### src/rtl/mt_pkg.sv
// Shared types and helpers for the barrel-processor thread scheduler.
package mt_pkg;

    typedef enum logic [1:0] {
        IDLE     = 2'd0,
        READY    = 2'd1,
        INFLIGHT = 2'd2,
        HALTED   = 2'd3
    } thread_state_t;

    localparam int unsigned PC_CALC_W = 64;

    // Thread-id width; a single thread still needs one bit.
    function automatic int unsigned tid_width(input int unsigned n);
        int unsigned w;
        w = $clog2(n);
        return (w == 0) ? 1 : w;
    endfunction

    // Reset PC of thread t, computed wide; the caller truncates to its PC width.
    function automatic logic [PC_CALC_W-1:0] thread_reset_pc(
        input logic [PC_CALC_W-1:0] base,
        input logic [PC_CALC_W-1:0] stride,
        input int unsigned          t
    );
        return base + stride * PC_CALC_W'(t);
    endfunction

endpackage

### src/rtl/rr_arbiter.sv
// Combinational round-robin picker: first set request at or after base, wrapping modulo N.
module rr_arbiter
    import mt_pkg::*;
#(
    parameter int unsigned N = 4
) (
    input  logic [N-1:0]             req,
    input  logic [tid_width(N)-1:0]  base,
    output logic                     gnt_valid,
    output logic [tid_width(N)-1:0]  gnt_idx
);

    localparam int unsigned TW = tid_width(N);

    int unsigned idx;

    // Scan from the farthest offset down so the nearest request to base wins last.
    always_comb begin
        gnt_valid = 1'b0;
        gnt_idx   = '0;
        idx       = 0;
        for (int unsigned i = N; i > 0; i--) begin
            idx = 32'(base) + i - 32'd1;
            if (idx >= N) begin
                idx = idx - N;
            end
            if (req[TW'(idx)]) begin
                gnt_valid = 1'b1;
                gnt_idx   = TW'(idx);
            end
        end
    end

endmodule

### src/rtl/barrel_thread_sched.sv
// Round-robin thread scheduler and per-thread PC file for the mt_cpu barrel front end.
module barrel_thread_sched
    import mt_pkg::*;
#(
    parameter int unsigned              NUM_THREADS   = 4,
    parameter int unsigned              ADDRESS_WIDTH = 32,
    parameter logic [ADDRESS_WIDTH-1:0] RESET_PC      = ADDRESS_WIDTH'(32'h0000_0000),
    parameter logic [ADDRESS_WIDTH-1:0] PC_STRIDE     = ADDRESS_WIDTH'(32'h0000_1000),
    parameter int unsigned              TID_W         = tid_width(NUM_THREADS)
) (
    input  logic                     clk,
    input  logic                     rst,
    input  logic [NUM_THREADS-1:0]   thread_run,
    input  logic                     stall,
    input  logic                     wb_valid,
    input  logic [TID_W-1:0]         wb_tid,
    input  logic [ADDRESS_WIDTH-1:0] wb_pc,
    input  logic                     wb_halt,
    output logic                     issue_valid,
    output logic [TID_W-1:0]         issue_tid,
    output logic [ADDRESS_WIDTH-1:0] issue_pc,
    output logic [NUM_THREADS-1:0]   active,
    output logic                     wb_err
);

    thread_state_t            state_q [NUM_THREADS];
    thread_state_t            state_d [NUM_THREADS];
    logic [ADDRESS_WIDTH-1:0] pc_q    [NUM_THREADS];
    logic [ADDRESS_WIDTH-1:0] pc_d    [NUM_THREADS];
    logic [TID_W-1:0]         last_tid_q;

    logic [NUM_THREADS-1:0]   req;
    logic [NUM_THREADS-1:0]   wb_hit;
    logic [TID_W-1:0]         base;
    logic                     gnt_valid;
    logic [TID_W-1:0]         gnt_idx;
    logic                     do_issue;
    logic                     wb_bad;

    // Eligibility and the active flags come straight from registered state.
    always_comb begin
        req    = '0;
        active = '0;
        for (int t = 0; t < NUM_THREADS; t++) begin
            req[t]    = (state_q[t] == READY);
            active[t] = (state_q[t] == READY) || (state_q[t] == INFLIGHT);
        end
    end

    assign base = (last_tid_q == TID_W'(NUM_THREADS - 1)) ? '0 : last_tid_q + TID_W'(1);

    rr_arbiter #(.N(NUM_THREADS)) u_arb (
        .req       (req),
        .base      (base),
        .gnt_valid (gnt_valid),
        .gnt_idx   (gnt_idx)
    );

    // A granted thread whose run enable dropped is de-scheduled instead of issued.
    assign do_issue = !stall && gnt_valid && thread_run[gnt_idx];

    // Per-thread next state, PC writeback and writeback error detection.
    always_comb begin
        wb_hit = '0;
        wb_bad = 1'b0;
        for (int t = 0; t < NUM_THREADS; t++) begin
            state_d[t] = state_q[t];
            pc_d[t]    = pc_q[t];
            wb_hit[t]  = wb_valid && (wb_tid == TID_W'(t)) && (state_q[t] == INFLIGHT);
            case (state_q[t])
                IDLE: begin
                    if (thread_run[t]) state_d[t] = READY;
                end
                READY: begin
                    if (do_issue && (gnt_idx == TID_W'(t))) state_d[t] = INFLIGHT;
                    else if (!thread_run[t])                 state_d[t] = IDLE;
                end
                INFLIGHT: begin
                    if (wb_hit[t]) begin
                        state_d[t] = wb_halt ? HALTED : READY;
                        pc_d[t]    = wb_pc;
                    end
                end
                HALTED: begin
                    if (!thread_run[t]) state_d[t] = IDLE;
                end
                default: state_d[t] = IDLE;
            endcase
        end
        wb_bad = wb_valid && !(|wb_hit);
    end

    // State/PC registers, issue registers and sticky error flag.
    always_ff @(posedge clk) begin
        if (!rst) begin
            for (int t = 0; t < NUM_THREADS; t++) begin
                state_q[t] <= IDLE;
                pc_q[t]    <= ADDRESS_WIDTH'(thread_reset_pc(PC_CALC_W'(RESET_PC),
                                                             PC_CALC_W'(PC_STRIDE), t));
            end
            last_tid_q  <= TID_W'(NUM_THREADS - 1);
            issue_valid <= 1'b0;
            issue_tid   <= '0;
            issue_pc    <= '0;
            wb_err      <= 1'b0;
        end else begin
            for (int t = 0; t < NUM_THREADS; t++) begin
                state_q[t] <= state_d[t];
                pc_q[t]    <= pc_d[t];
            end
            if (!stall) begin
                issue_valid <= do_issue;
                if (do_issue) begin
                    issue_tid  <= gnt_idx;
                    issue_pc   <= pc_q[gnt_idx];
                    last_tid_q <= gnt_idx;
                end
            end
            if (wb_bad) begin
                wb_err <= 1'b1;
            end
        end
    end

endmodule

### config.mk
export PLATFORM = sky130hd
export DESIGN_NAME = barrel_thread_sched
export DESIGN_NICKNAME = d
export VERILOG_FILES = /design/src/rtl/mt_pkg.sv /design/src/rtl/rr_arbiter.sv /design/src/rtl/barrel_thread_sched.sv
export SDC_FILE = /design/constraint.sdc
export NUM_CORES = 1
export LEC_CHECK = 0
export ABC_AREA = 1
export CAP_MARGIN = 10
export CORE_MARGIN = 2
export CORE_UTILIZATION = 61
export DETAILED_ROUTE_END_ITERATION = 12
export PLACE_DENSITY = 0.85
export SYNTH_ARGS = -nofsm -noshare
export SYNTH_HDL_FRONTEND = slang
export SYNTH_SLANG_ARGS = --single-unit
export TNS_END_PERCENT = 30
### constraint.sdc
create_clock -name clk -period 3.9 [get_ports clk]
set_input_delay 0.585 -clock clk [delete_from_list [all_inputs] [get_ports clk]]
set_output_delay 0.585 -clock clk [all_outputs]
set_load 0.1 [all_outputs]
==> flow_metrics.tcl, run 1 <==
set metrics [dict create \
    hold_viol_final 0 \
    multi_input_area_mm2 0.00260 \
    max_slew_margin_pct 22.5 \
    n_antenna_cell 0 \
    cts.clk_slew.worst_paths_ps 60 \
    wire_per_inst_um 18.1 \
    p_leak_nw 3.82 \
    setup_ws_ps 684 \
    post-cts-setup-buffers 0 \
    setup_viol 0 \
    crit_start "state_q[0][1]$_SDFFE_PN0P_" \
    crit_path_max_fanout 67 \
    via_per_inst 5.76 \
    routabilityCongestion 0.856 \
    vias 6144 \
    die_area_mm2 0.0138 \
    synthXorXnorAreaFrac_pct 0 \
    drt_iter0_markers 617 \
    crit_path_end_kind "flip-flop" \
    outcome "complete, no violations" \
    rsz0062_at_grt "false" \
    drv_cap 0 \
    drc 0 \
    ys_ff_latch 174 \
    cts_num_sinks 174 \
    cts_tree "done" \
    first_pass_iters 5 \
    worstReg2RegEnd "issue_pc[10]$_SDFFE_PN0P_" \
    drive_gt1_share_pct 10.5 \
    crit_path_end "issue_pc[10]$_SDFFE_PN0P_" \
    nets 941 \
    ys_top_cells_by_area "edfxtp_1, dfxtp_1, nand2_1" \
    crit_arrival_ps 3560 \
    min_period_ps 3220 \
    final_cell_mix "nand2_1, nor2_1, edfxtp_1" \
    numCtsBuffers 17 \
    cts.htree.levels 4 \
    die_x_um 117 \
    num_rows 41 \
    use_met2_pct 48.7 \
    layout.cells.most_common "nand2_1" \
    busiest_layer "met2" \
    grt_max_degree 68 \
    synth_compound_area_share_pct 11.1 \
    fin_cells 1066 \
    grt_pass1_wl_mm 30.6 \
    cts_buffer_depth 2 \
    cts.repair.resized 0 \
    cts_hold_buf 0 \
    crit_required_ps 4250 \
    fillCellCount 824 \
    r2r-start "state_q[0][1]$_SDFFE_PN0P_" \
    register_area_mm2 0.00476 \
    post-synth-top-area-fraction_pct 49.0 \
    synth_simple_gate_area_share_pct 19.3 \
    wl_mm 19.3 \
    clock_latency_ps 440 \
    placed_cell_area_mm2 0.00881 \
    yosysSeqAreaShare_pct 60.8 \
    io_buffers 82 \
    finalSetupTns_ps 0 \
    slew_violations 0 \
    area_growth_syn_to_layout_pct 19.8 \
    yosys.area.top_type "edfxtp_1" \
    reg2reg_depth 17 \
    dp_hpwl_mm 11.5 \
    min_path_type "reg2reg" \
    start_util_pct 62.4 \
    final.period_utilization_pct 82.5 \
    fmax_mhz 311 \
    core_mm2 0.0126 \
    worst-setup-path-type "reg2reg" \
    synth_cell_types 36 \
    synth_fa_ha_area_share_pct 2.71 \
    netlist_instances 803 \
    globalRoute.totalOverflow 0 \
    synthMuxAreaShare_pct 0 \
    syn_area_per_cell_um2 9.76 \
    powerDensity_mw_per_mm2 739 \
    first_global_vias 6234 \
    grtUsageTotal_pct 28.6 \
    r2r_slack_ps 680 \
    grt_util_met3_pct 6.86 \
    cp-start-kind "flip-flop" \
    ios 83 \
    ir_drop_mv 0.371 \
    placedCellCount 1034 \
    grtUsageMet1_pct 33.3 \
    root_buffer "clkbuf_16" \
    max_slew.worst_pin.slew_ps 1160 \
    skew_ps 7.62 \
    hold_ws_ps 460 \
    ys_warn_count 0 \
    drtAntennaViolNets 0 \
    fin_area_mm2 0.00939 \
    synth_top_family_by_area "simple AND/OR/NAND/NOR gates" \
    die_h_um 117 \
    antenna_found_initial 0 \
    place_ws_ps 777 \
    syn_area_mm2 0.00784 \
    syn_nets 863 \
]
-- worst max-delay path: stages, from the launching register on --
cell,delay [ps]
dfxtp_1,430
inv_1,110
ha_1,240
inv_1,120
nand2_1,130
nand3_1,120
nand2_1,70
inv_2,80
nand3_2,120
nand2_4,130
nand2_1,60
nand2_1,60
nand2_1,60
nand2_2,130
nand2_4,90
inv_4,630
o21ai_1,250
a31oi_2,260
-- sequential cells by signal (all words and copies together) (netlist names) --
name,flops
pc_q,128
issue_pc,32
state_q,8
issue_tid,2
last_tid_q,2
issue_valid,1
wb_err,1
-- where the power goes --
| part | switching (mW) | internal (mW) | leakage (nW) | total (mW) |
|---|---|---|---|---|
| sequential | 0.101 | 2.16 | 1.68 | 2.26 |
| combinational | 2.27 | 0.749 | 1.87 | 3.02 |
| clock | 0.720 | 0.942 | 0.266 | 1.66 |
| total | 3.09 | 3.85 | 3.82 | 6.94 |
-- cell type report --
type	instances	area share (%)
repair buffers	95	10.0
well taps	172	2.29
inverters	78	3.14
flip-flops and latches	174	50.7
multi-input cells	515	27.7
clock inverters	14	1.55
clock buffers	18	4.57
-- cell families after synthesis --
kind of cell             count (synthesis)
adder cells (fa/ha/maj)                 17
buffers and inverters                  114
AO/OA/AOI/OAI                          122
AND/OR/NAND/NOR                        376
flip-flops                             174
-- metrics by stage --
stage / power, mW / utilization [%]
5_1_grt: 7.20 / 74.7
4_1_cts: 6.93 / 74.7
6_report: 6.94 / 74.7
2_1_floorplan: 4.59 / -
3_3_place_gp: 5.19 / 70.1
3_5_place_dp: 5.26 / 70.1
-- per-layer routing --
layer | part of all wire (%) | up-vias
met2 | 51 | 362
met3 | 9.6 | 56
met4 | 3.2 | 0
met1 | 37 | 2884
li1 | - | 2842
met5 | 0 | -
-- Yosys cell counts, drive strengths merged --
master	instances
inv	77
a41oi	1
o22ai	4
nor3	6
nand3	19
nand4	4
o31ai	1
a31oi	12
and3	1
clkinv	1
dfxtp	46
nand2	206
ha	17
clkbuf	21
nor4	3
a21oi	48
o211ai	1
a221oi	22
nor2	137
o21ai	33
edfxtp	128
buf	15
-- worst min-delay path by stage --
stage / startpoint / end / slack [ps] / cells past startpoint
2_1_floorplan: last_tid_q[1]$_SDFFE_PN1P_ / last_tid_q[1]$_SDFFE_PN1P_ / 450 / 2
3_3_place_gp: wb_err$_SDFFE_PN0P_ / wb_err$_SDFFE_PN0P_ / 440 / 2
3_5_place_dp: wb_err$_SDFFE_PN0P_ / wb_err$_SDFFE_PN0P_ / 450 / 2
4_1_cts: wb_err$_SDFFE_PN0P_ / wb_err$_SDFFE_PN0P_ / 460 / 2
5_1_grt: wb_err$_SDFFE_PN0P_ / wb_err$_SDFFE_PN0P_ / 500 / 2
6_report: wb_err$_SDFFE_PN0P_ / wb_err$_SDFFE_PN0P_ / 460 / 2
No activity file was read; power rests on OpenSTA's default activity.
==> run 2, diff against run 1 <==
--- a/config.mk
+++ b/config.mk
@@ -8,9 +8,9 @@
 export ABC_AREA = 1
 export CAP_MARGIN = 10
 export CORE_MARGIN = 2
-export CORE_UTILIZATION = 61
+export CORE_UTILIZATION = 57
 export DETAILED_ROUTE_END_ITERATION = 12
-export PLACE_DENSITY = 0.85
+export PLACE_DENSITY = 0.8
 export SYNTH_ARGS = -nofsm -noshare
 export SYNTH_HDL_FRONTEND = slang
 export SYNTH_SLANG_ARGS = --single-unit
==> constraint.sdc (replaced) <==
create_clock -name clk -period 3.1 [get_ports clk]
set_input_delay 0.465 -clock clk [delete_from_list [all_inputs] [get_ports clk]]
set_output_delay 0.465 -clock clk [all_outputs]
set_load 0.1 [all_outputs]
==> run 2 against run 1 <==
Count of clock-buffer cells in the layout rose by 2. Clock power rose by 25%. Sequential cell count did not move. Sequential power rose by 26%. Cell area barely moved. Via count fell by 1.6%. Clock skew rose by 5.4 ps.
==> flow_metrics.tcl, run 2 (same netlist as run 1, synthesis figures left out) <==
set metrics [dict create \
    outcome "complete, no violations" \
    crit_arrival_ps 3130 \
    cp_cell_sequence "ha_1 > nor2_4 > nand2_1 > nand2_1 > nand2_1 > nand2_2 > nand2_1 > o21ai_4 > nand2_1 > inv_1 > buf_4 > nand3_1 > nand2_1 > nand2_1 > nand2_1 > nand2_1 > a21oi_1" \
    die_area_mm2 0.0147 \
    drive_gt1_share_pct 16.0 \
    place_ws_ps 292 \
    cpPeakStageDelay_ps 350 \
    min_path_type "reg2reg" \
    wl_mm 18.7 \
    reg2reg_depth 17 \
    wire_per_inst_um 17.3 \
    crit_start "last_tid_q[0]$_SDFFE_PN1P_" \
    n_antenna_cell 0 \
    cp.buffers_inverters 2 \
    clock_latency_ps 440 \
    ir_drop_mv 0.536 \
    grt_max_degree 46 \
    drt_iter0_markers 584 \
    fin_cells 1081 \
    r2r-start "last_tid_q[0]$_SDFFE_PN1P_" \
    ios 83 \
    cp_top_family "simple AND/OR/NAND/NOR gates" \
    io_buffers 82 \
    cts_buffer_depth 2 \
    skew_ps 13.0 \
    cpMaxStageDelayCell "dfxtp_1" \
    fillCellCount 1019 \
    nets 952 \
    dp_hpwl_mm 11.8 \
    globalRoute.totalOverflow 0 \
    die_x_um 121 \
    routabilityCongestion 0.946 \
    placedCellCount 1049 \
    worst-setup-path-type "reg2reg" \
    worstReg2RegEnd "state_q[1][1]$_SDFFE_PN0P_" \
    start_util_pct 58.7 \
    top_register "pc_q" \
    cts_tree "done" \
    core_mm2 0.0133 \
    final_cell_mix "nand2_1, nor2_1, edfxtp_1" \
    via_per_inst 5.59 \
    numCtsBuffers 17 \
    rsz0062_at_grt "false" \
    grtUsageTotal_pct 26.8 \
    path_depth 17 \
    drtAntennaViolNets 0 \
    crit_top_cell "nand2_1" \
    crit_path_max_fanout 11 \
    setup_viol 0 \
    crit_path_end_kind "flip-flop" \
    multi_input_area_mm2 0.00260 \
    num_rows 42 \
    first_global_vias 5989 \
    cp-start-kind "flip-flop" \
    slew_violations 0 \
    fmax_mhz 362 \
    crit_required_ps 3460 \
    first_pass_iters 7 \
    area_growth_syn_to_layout_pct 19.9 \
    powerDensity_mw_per_mm2 938 \
    min_period_ps 2760 \
    setup_ws_ps 335 \
    antenna_found_initial 0 \
    die_h_um 121 \
    cts.clk_slew.worst_paths_ps 60 \
    max_slew_margin_pct 21.0 \
    layout.cells.most_common "nand2_1" \
    r2r_slack_ps 340 \
    drv_cap 0 \
    crit_path_end "state_q[1][1]$_SDFFE_PN0P_" \
    max_slew.worst_pin.slew_ps 1180 \
    vias 6046 \
    biggestRegsByFlops "pc_q: 128 flops, issue_pc: 32 flops, state_q: 8 flops" \
    cts_num_sinks 174 \
    drc 0 \
    p_leak_nw 3.96 \
    final.period_utilization_pct 89.2 \
    root_buffer "clkbuf_16" \
    cts.htree.levels 4 \
    register_area_mm2 0.00476 \
    finalSetupTns_ps 0 \
    hold_ws_ps 455 \
    cts_hold_buf 0 \
    largest_register_ff_count 128 \
    hold_viol_final 0 \
    grt_pass1_wl_mm 30.0 \
]
[run 2: layout make-up]
type,instances,area share (%)
clock buffer,20,4.97
tap,176,2.34
inverter,78,3.14
multi-input combinational,515,27.7
timing repair buffer,106,9.99
sequential,174,50.7
clock inverter,12,1.16
[run 2: timing repair]
action                                  in CTS  in global routing
resized for setup                            0                  1
endpoints found under the hold margin        0                  0
setup buffers                                0                  0
endpoints found under the setup margin       0                  1
[run 2: metrics by stage]
| stage | util, % | area [um^2] | power (mW) |
|---|---|---|---|
| after floorplan | - | 7840 | 5.77 |
| after global placement | 66.0 | 8810 | 6.67 |
| after detailed placement | 66.0 | 8810 | 6.74 |
| after CTS | 70.4 | 9390 | 8.81 |
| after global routing | 70.4 | 9400 | 9.22 |
| final | 70.4 | 9400 | 8.81 |
[run 2: worst register-to-register path, stage by stage (launching register included)]
cell,delay (ps)
dfxtp_1,350
ha_1,260
nor2_4,220
nand2_1,110
nand2_1,120
nand2_1,70
nand2_2,90
nand2_1,100
o21ai_4,210
nand2_1,80
inv_1,300
buf_4,250
nand3_1,160
nand2_1,100
nand2_1,50
nand2_1,60
nand2_1,50
a21oi_1,110
[run 2: how the worst min path moves through the flow]
stage / startpoint / to / slack (ps) / depth (start not counted)
3_3_place_gp: wb_err$_SDFFE_PN0P_ / wb_err$_SDFFE_PN0P_ / 440 / 2
2_1_floorplan: last_tid_q[1]$_SDFFE_PN1P_ / last_tid_q[1]$_SDFFE_PN1P_ / 450 / 2
4_1_cts: wb_err$_SDFFE_PN0P_ / wb_err$_SDFFE_PN0P_ / 460 / 2
5_1_grt: wb_err$_SDFFE_PN0P_ / wb_err$_SDFFE_PN0P_ / 480 / 2
6_report: wb_err$_SDFFE_PN0P_ / wb_err$_SDFFE_PN0P_ / 460 / 2
3_5_place_dp: wb_err$_SDFFE_PN0P_ / wb_err$_SDFFE_PN0P_ / 450 / 2
[run 2: per-layer routing]
metal	vias to the layer above	global-route usage [%]	share of wire, %
met5	-	0	0
met4	0	11.4	2.6
met3	41	5.64	6.7
met2	267	44.9	49
met1	2876	33.9	41
li1	2862	-	-
[run 2: power breakdown]
| group | switching, mW | internal [mW] |
|---|---|---|
| logic | 2.85 | 1.03 |
| clock network | 0.907 | 1.17 |
| registers | 0.129 | 2.72 |
| total | 3.89 | 4.92 |
==> run 3, diff against run 2 <==
--- a/config.mk
+++ b/config.mk
@@ -8,9 +8,10 @@
 export ABC_AREA = 1
 export CAP_MARGIN = 10
 export CORE_MARGIN = 2
-export CORE_UTILIZATION = 57
+export CORE_UTILIZATION = 61
 export DETAILED_ROUTE_END_ITERATION = 12
-export PLACE_DENSITY = 0.8
+export GPL_ROUTABILITY_DRIVEN = 0
+export PLACE_DENSITY = 0.85
 export SYNTH_ARGS = -nofsm -noshare
 export SYNTH_HDL_FRONTEND = slang
 export SYNTH_SLANG_ARGS = --single-unit
==> constraint.sdc (replaced) <==
create_clock -name clk -period 3.49 [get_ports clk]
set_input_delay 0.5235 -clock clk [delete_from_list [all_inputs] [get_ports clk]]
set_output_delay 0.5235 -clock clk [all_outputs]
set_load 0.02 [all_outputs]
==> run 3 against run 2 <==
Count of clock-buffer cells in the layout grew 2. Sequential share of layout area shrank 0.12 points. Sequential cell count unchanged. Critical path depth unchanged. Utilization is 4.5 points higher. Maximum frequency down 5.5%. Non-clock buffer count decreased by 5. Worst hold slack improved by 15 ps. Combinational power down 35%. Sequential power down 11%. Register-to-register slack gained 230 ps. Power decreased by 22%. Highest routed layer unchanged.
==> flow_metrics.tcl, run 3 (same netlist as run 1, synthesis figures left out) <==
set metrics [dict create \
    slew_violations 0 \
    cp-start-kind "flip-flop" \
    wl_met1_mm 7.17 \
    numCtsBuffers 17 \
    n_antenna_cell 0 \
    place_ws_ps 661 \
    clkPwrFrac_pct 26.5 \
    wire_per_inst_um 17.7 \
    drt_iter0_markers 683 \
    start_util_pct 62.4 \
    comb_power_share_pct 36.7 \
    p_sw_share_pct 36.9 \
    cts.repair.resized 0 \
    crit_top_cell "nand2_1" \
    layout.cells.most_common "nand2_1" \
    min_path_type "reg2reg" \
    first_global_vias 6191 \
    min_period_ps 2920 \
    cp_cell_sequence "ha_1 > nor2_4 > nand2_1 > nand3_1 > nand2_1 > inv_2 > nand3_2 > nand2_4 > nand2_1 > nand2_1 > nand2_1 > nand2_2 > nand2_4 > inv_4 > buf_4 > o21ai_1 > a31oi_2" \
    cts.htree.levels 4 \
    rsz0062_at_grt "false" \
    register_area_mm2 0.00476 \
    cpPeakStageDelay_ps 350 \
    crit_required_ps 3840 \
    cp_top_family "simple AND/OR/NAND/NOR gates" \
    num_rows 41 \
    cts.clk_slew.worst_paths_ps 60 \
    final_cell_mix "nand2_1, nor2_1, edfxtp_1" \
    hold_viol_final 0 \
    fin_cells 1072 \
    nets 947 \
    cts_hold_buf 0 \
    core_mm2 0.0126 \
    top_layer "met4" \
    setup_viol 0 \
    largest_register_ff_count 128 \
    p_leak_nw 3.84 \
    dr_wl_met3_mm 1.66 \
    dp_hpwl_mm 11.6 \
    crit_path_end_kind "flip-flop" \
    max_slew.worst_pin.slew_ps 1200 \
    multi_input_area_mm2 0.00260 \
    die_x_um 117 \
    fillCellCount 836 \
    ir_drop_mv 0.515 \
    pwr-share-seq_pct 36.8 \
    io_buffers 82 \
    final.period_utilization_pct 83.8 \
    via_per_inst 5.75 \
    worst-setup-path-type "reg2reg" \
    placedCellCount 1040 \
    grt_max_degree 34 \
    grtUsageTotal_pct 28.2 \
    cts_tree "done" \
    hold_ws_ps 470 \
    internal_power_mw 4.35 \
    crit_arrival_ps 3270 \
    cts_num_sinks 174 \
    setup_ws_ps 566 \
    clock_latency_ps 430 \
    p_total_mw 6.89 \
    route.met2.wl_mm 9.69 \
    skew_ps 10.3 \
    first_pass_iters 6 \
    globalRoute.totalOverflow 0 \
    area_growth_syn_to_layout_pct 20.1 \
    antenna_found_initial 0 \
    wl_mm 19.0 \
    cpMaxStageDelayCell "dfxtp_1" \
    drc 0 \
    die_area_mm2 0.0138 \
    post-cts-setup-buffers 0 \
    cp.buffers_inverters 3 \
    biggestRegsByFlops "pc_q: 128 flops, issue_pc: 32 flops, state_q: 8 flops" \
    drv_cap 0 \
    drtAntennaViolNets 0 \
    outcome "complete, no violations" \
    powerDensity_mw_per_mm2 732 \
    top_register "pc_q" \
    cts_buffer_depth 2 \
    max_slew_margin_pct 20.0 \
    root_buffer "clkbuf_16" \
    finalSetupTns_ps 0 \
    fmax_mhz 342 \
    vias 6161 \
    p_sw_mw 2.55 \
    drive_gt1_share_pct 10.6 \
    die_h_um 117 \
    ios 83 \
    grt_pass1_wl_mm 30.4 \
    crit_path_max_fanout 25 \
]
==> run 3: cell types whose count changed in the layout (fill, tap and decap cells not counted) <==
cell,before,now
bufinv_16,1,2
inv_8,1,0
clkinv_4,1,0
nor2_2,1,2
buf_4,61,17
clkinv_2,3,2
nor2_4,2,1
clkbuf_1,0,5
buf_12,3,2
clkbuf_8,3,0
clkdlybuf4s50_1,42,82
==> run 3: cell type report <==
cell class              instances  area share, %
flip-flops and latches        174           50.6
inverters                      78           3.14
clock inverters                10           1.21
well taps                     172           2.29
multi-input cells             515           27.6
repair buffers                101           10.5
clock buffers                  22           4.72
==> run 3: worst paths after layout <==
path                                            startpoint                         to  slack (ps)  depth (start not counted)
worst min-delay path              issue_valid$_SDFFE_PN0N_   issue_valid$_SDFFE_PN0N_         470                          2
worst min register to register    issue_valid$_SDFFE_PN0N_   issue_valid$_SDFFE_PN0N_         470                          2
worst max register to register  last_tid_q[0]$_SDFFE_PN1P_  issue_pc[31]$_SDFFE_PN0P_         570                         17
worst max-delay path            last_tid_q[0]$_SDFFE_PN1P_  issue_pc[31]$_SDFFE_PN0P_         570                         17
==> run 3: metrics by stage <==
stage	area (um^2)	utilization [%]
floorplan	7840	-
global placement	8860	70.5
detailed placement	8860	70.5
CTS	9420	74.9
global route	9420	74.9
finish	9420	74.9
==> run 3: worst min-delay path, stage by stage (launching register included) <==
cell	delay (ps)
dfxtp_1	310
nand2_1	60
a21oi_1	60
==> run 3: power groups by stage <==
stage / registers, mW / clock network [mW] / logic (mW)
2_1_floorplan: 2.71 / 0 / 1.58
3_3_place_gp: 2.57 / 0 / 2.41
3_5_place_dp: 2.58 / 0 / 2.49
4_1_cts: 2.54 / 1.83 / 2.52
5_1_grt: 2.56 / 1.90 / 2.76
6_report: 2.54 / 1.83 / 2.53
==> run 3: metal layers <==
layer,track usage [%],vias up
met3,6.86,48
li1,-,2851
met2,48.8,355
met1,33.6,2907
met5,0,-
met4,12.7,0
